==> config.mk <==
export PLATFORM = sky130hd
export DESIGN_NAME = cpu_trace_capture
export DESIGN_NICKNAME = d
export VERILOG_FILES = /design/src/rtl/cpu_trace_capture.sv
export SDC_FILE = /design/constraint.sdc
export NUM_CORES = 1
export LEC_CHECK = 0
export ABC_AREA = 0
export ABC_CLOCK_PERIOD_IN_PS = 5200
export CORE_MARGIN = 8
export CORE_UTILIZATION = 36
export CTS_CLUSTER_SIZE = 30
export DETAILED_ROUTE_END_ITERATION = 10
export GPL_ROUTABILITY_DRIVEN = 0
export GPL_TIMING_DRIVEN = 0
export HOLD_SLACK_MARGIN = 0.05
export PLACE_DENSITY_LB_ADDON = 0.15
export SLEW_MARGIN = 10
export SYNTH_ARGS = -nofsm -noshare
export SYNTH_HDL_FRONTEND = slang
export SYNTH_SLANG_ARGS = --single-unit
==> constraint.sdc <==
create_clock -name clk -period 5.2 [get_ports clk]
set_input_delay 0.78 -clock clk [delete_from_list [all_inputs] [get_ports clk]]
set_output_delay 0.78 -clock clk [all_outputs]
set_load 0.1 [all_outputs]
==> src/rtl/cpu_trace_capture.sv <==
// Circular trace buffer for pc/instruction/address with PC-match trigger and oldest-first readout.
// Optional build macro CPU_TRACE_DEDUP_EN suppresses back-to-back duplicate samples.
module cpu_trace_capture #(
    parameter int DATA_W = 32,
    parameter int DEPTH  = 16,
    parameter int POST   = 4
) (
    input  logic                         clk,
    input  logic                         rst,
    input  logic                         sample_en,
    input  logic [DATA_W-1:0]            pc,
    input  logic [DATA_W-1:0]            instruction,
    input  logic [DATA_W-1:0]            address,
    input  logic                         arm,
    input  logic [DATA_W-1:0]            trig_pc,
    output logic                         busy,
    output logic                         done,
    output logic [$clog2(DEPTH+1)-1:0]   count,
    output logic [$clog2(DEPTH)-1:0]     trig_idx,
    output logic                         rd_valid,
    input  logic                         rd_ready,
    output logic [DATA_W-1:0]            rd_pc,
    output logic [DATA_W-1:0]            rd_instr,
    output logic [DATA_W-1:0]            rd_addr
);

    localparam int AW = $clog2(DEPTH);
    localparam int CW = $clog2(DEPTH+1);
    localparam int EW = 3 * DATA_W;

    typedef enum logic [1:0] {S_IDLE, S_ARMED, S_TRIG, S_DONE} state_t;

    state_t          state_q, state_d;
    logic [AW-1:0]   wr_ptr_q, rd_ptr_q, trig_idx_q;
    logic [CW-1:0]   count_q, post_left_q, rd_left_q;
    logic [EW-1:0]   mem [DEPTH];

    logic [EW-1:0]   smp;
    logic            dup, store, hit, finish;
    logic [AW-1:0]   wr_inc;
    logic [CW-1:0]   cnt_inc, tidx_full;

    assign smp     = {pc, instruction, address};
    assign hit     = (pc == trig_pc);
    assign store   = sample_en && !arm && !dup && (state_q == S_ARMED || state_q == S_TRIG);
    assign wr_inc  = wr_ptr_q + AW'(1);
    assign cnt_inc = (count_q == CW'(DEPTH)) ? count_q : count_q + CW'(1);
    assign tidx_full = cnt_inc - CW'(1) - CW'(POST);
    assign finish  = store && ((state_q == S_ARMED && hit && POST == 0) ||
                               (state_q == S_TRIG && post_left_q == CW'(1)));

`ifdef CPU_TRACE_DEDUP_EN
    logic          last_vld_q;
    logic [EW-1:0] last_q;

    assign dup = last_vld_q && (last_q == smp);

    always_ff @(posedge clk or posedge rst) begin
        if (rst)        last_vld_q <= 1'b0;
        else if (arm)   last_vld_q <= 1'b0;
        else if (store) last_vld_q <= 1'b1;
    end

    always_ff @(posedge clk) begin
        if (store) last_q <= smp;
    end
`else
    assign dup = 1'b0;
`endif

    always_ff @(posedge clk or posedge rst) begin
        if (rst) state_q <= S_IDLE;
        else     state_q <= state_d;
    end

    always_comb begin
        state_d = state_q;
        if (arm) begin
            state_d = S_ARMED;
        end else begin
            case (state_q)
                S_ARMED: if (store && hit) state_d = (POST == 0) ? S_DONE : S_TRIG;
                S_TRIG:  if (finish)       state_d = S_DONE;
                default: state_d = state_q;
            endcase
        end
    end

    always_comb begin
        busy     = (state_q == S_ARMED) || (state_q == S_TRIG);
        done     = (state_q == S_DONE);
        rd_valid = (state_q == S_DONE) && (rd_left_q != '0);
    end

    always_ff @(posedge clk or posedge rst) begin
        if (rst) begin
            wr_ptr_q    <= '0;
            count_q     <= '0;
            post_left_q <= '0;
            rd_ptr_q    <= '0;
            rd_left_q   <= '0;
            trig_idx_q  <= '0;
        end else if (arm) begin
            wr_ptr_q    <= '0;
            count_q     <= '0;
            post_left_q <= CW'(POST);
            rd_ptr_q    <= '0;
            rd_left_q   <= '0;
            trig_idx_q  <= '0;
        end else begin
            if (store) begin
                wr_ptr_q <= wr_inc;
                count_q  <= cnt_inc;
                if (state_q == S_TRIG) post_left_q <= post_left_q - CW'(1);
            end
            // Oldest entry sits count positions behind the post-write pointer.
            if (finish) begin
                trig_idx_q <= tidx_full[AW-1:0];
                rd_ptr_q   <= wr_inc - cnt_inc[AW-1:0];
                rd_left_q  <= cnt_inc;
            end else if (rd_valid && rd_ready) begin
                rd_ptr_q  <= rd_ptr_q + AW'(1);
                rd_left_q <= rd_left_q - CW'(1);
            end
        end
    end

    always_ff @(posedge clk) begin
        if (store) mem[wr_ptr_q] <= smp;
    end

    assign count    = count_q;
    assign trig_idx = trig_idx_q;
    assign {rd_pc, rd_instr, rd_addr} = mem[rd_ptr_q];

endmodule

==> out/metrics.csv <==
metric;value;unit
outcome;finished, final reports clean;
p_leak;0.0218;uW
grt_antenna_before_repair;29;
place_ws;-0.312;ns
root_buffer;clkbuf_16;
postCtsSetupRepairBufs;0;
yosys.cell_types.count;39;
r2r-end;mem[0][29]$_DFFE_PP_;
vias;27501;
crit_slowest_cell;dlygate4sd2_1;
htree_levels;4;
syn_to_final_growth;19.2;%
finalMaxSlewViolations;0;
cellPowerDensity;387;nW/um^2
worstPathMaxFanout;10;
rrSetupSlack;1.77;ns
die-area;180000;um^2
reg2reg_from;state_q[0]$_DFFE_PP0P_;
syn_avg_cell_area;25.0;um^2
layout-drive-gt1-share;0.287;
viasPerCell;5.32;
hold_path_class;in2reg;
layout_common_cells;edfxtp_1 (1536), mux4_2 (480), clkbuf_16 (171);
async_flop_share;0.0185;
worstSetupEndpointType;output port;
drt-initial-drc-count;2622;
slowest_delay;0.90;ns
postSynthNetCount;2545;
cp.required;4.42;ns
setup_viol;0;
nFillCells;14041;
synth_top_area_frac;0.771;
hold_violations;0;
wl_met1;65700;um
synth_area_leaders;edfxtp_1 (77%), mux4_2 (18%), dfrtp_1 (1.2%), xnor2_1 (0.60%), ha_1 (0.42%);
min_period;5.04;ns
yosysWarningCount;0;
cts_sinks;1565;
synth_top_flop_cell;edfxtp_1;
die_h;424;um
routed.top_layer;met5;
synth_cells;2391;
ant_nets;0;
cp-startpoint;rd_ptr_q[3]$_DFFE_PP0P_;
grt_pass1_vias;30158;
critPathKind;reg2out;
cts_buffer_depth;3;
critPathCapture;rd_pc[30];
drc;0;
worstPathArrival;4.26;ns
synth_top_cell_by_area;edfxtp_1;
dp_hpwl;97800;um
die_x;424;um
final_common_cell;edfxtp_1;
port_buffers;239;
fin_crit_sh;0.968;
ioPinCount;241;
grt_overflow;0;
fmax;199;MHz
synth-seq-cells;1565;
cts.clk_slew.worst_paths;0.06;ns
worst-r2r-cell-count;6;
slew_headroom;0.204;
multi_input_area;12300;um^2
crit_path_start_kind;register;
drt-total-wl;161000;um
skew;0.0237;ns
synth-edff-count;1536;
drv_cap;0;
tritoncts;done;
post_drt_wl_per_cell;31.2;um
grt_start_max_net_pins;38;
tightest_slew;1.20;ns
grt_usage;0.178;
path_cells;clkbuf_2, clkbuf_1, mux4_2, dlygate4sd2_1;
synth_area;59900;um^2
core;165000;um^2
drtPass1Iterations;5;
grt_first_pass_wirelength;226000;um
worstSkewPairLatency;0.77;ns
route.met3.wl;8690;um
worstHoldStart;arm;
nNetsFinal;2990;
rsz0062_at_grt;no;
numCtsBuffers;166;
peakVddDrop;0.342;mV
register_area;46800;um^2
fin_util;0.432;
fin_ws;0.164;ns
start_util;0.363;
route.met2.wl;82600;um
seq_area_frac_synth;0.783;
rows;149;
## power breakdown
part	internal [uW]	total, uW	switching, uW	leakage (uW)
clock	6780	11500	4750	0.00259
sequential	14100	14200	57.0	0.0142
combinational	494	1890	1400	0.00497
total	21400	27600	6210	0.0218
## Yosys cell counts (2+ instances only)
library cell,instances
xnor2_1,41
and3_1,5
nor2b_1,3
xor2_1,11
buf_4,24
a311oi_1,2
a21oi_1,10
o21ai_0,9
inv_1,19
edfxtp_1,1536
buf_2,17
a31oi_1,3
nand4_1,12
buf_6,10
nor2_1,25
buf_1,17
clkbuf_1,49
mux4_2,480
dfrtp_1,29
nor3_1,8
a211oi_1,7
and2_1,18
nand3_1,10
ha_1,20
nand2_1,11
or3_1,2
## routing by layer
layer / vias up / track usage
li1: 11295 / -
met1: 15127 / 0.230
met2: 849 / 0.311
met3: 222 / 0.0330
met4: 8 / 0.0491
met5: - / 0
## cell families (layout without fill, tap and decap cells)
kind of cell	after synthesis	count (layout)	share of synthesized area
and+or+nand+nor	101	101	0.00895
other	0	4	0
buffers and inverters	136	722	0.0116
xor gates and xnor gates	53	53	0.00799
muxes	481	481	0.181
adders and majority gates	21	21	0.00452
AOI/OAI and AO/OA	34	34	0.00341
DFF	1565	1565	0.783
## area by class of cell
| class | instances | area share |
|---|---|---|
| sequential | 1565 | 0.657 |
| multi-input combinational | 690 | 0.173 |
| clock buffer | 221 | 0.0626 |
| timing repair buffer | 278 | 0.0461 |
| tap | 2189 | 0.0384 |
| clock inverter | 88 | 0.0115 |
| buffer | 116 | 0.0106 |
| inverter | 19 | 0.00100 |
| antenna | 4 | 0.000140 |
## stage by stage
stage	cell area [um^2]	hold WS (ns)	setup TNS, ns	total power [uW]	cells
finish	71400	0.349	0	27600	5170
global route	71300	0.346	0	28400	5166
CTS	71300	0.267	-1.13	27900	5166
detailed placement	66000	0.515	-12.96	16400	4858
global placement	65000	0.504	-4715.25	16400	4819
floorplan	59900	0.499	0	15600	2391
## timing repair
item / CTS / global route
pin swaps: 0 / 0
endpoints found under the setup margin: 96 / 10
hold buffers: 0 / 0
gates resized for setup: 152 / 2
## how the worst min path moves through the flow
stage	slack [ns]	end	depth (start not counted)
finish	0.35	state_q[1]$_DFFE_PP0P_	2
global route	0.35	state_q[1]$_DFFE_PP0P_	2
CTS	0.27	state_q[1]$_DFFE_PP0P_	2
detailed placement	0.51	trig_idx[3]$_DFFE_PP0P_	2
global placement	0.50	trig_idx[1]$_DFFE_PP0P_	2
floorplan	0.50	rd_left_q[0]$_DFFE_PP0P_	2
## sequential cells by signal, indices dropped and copies added (netlist names)
| signal | cells |
|---|---|
| count | 5 |
| mem | 1536 |
| post_left_q | 5 |
| rd_left_q | 5 |
| rd_ptr_q | 4 |
| state_q | 2 |
| trig_idx | 4 |
| wr_ptr_q | 4 |
## worst max-delay path, delay by kind of cell, from the launching register on
kind / cells / cell delay, ns
buffers and inverters: 3 / 2.16
DFF: 1 / 0.83
muxes: 1 / 0.47
Note: power is estimated with default switching activity, not from simulation.
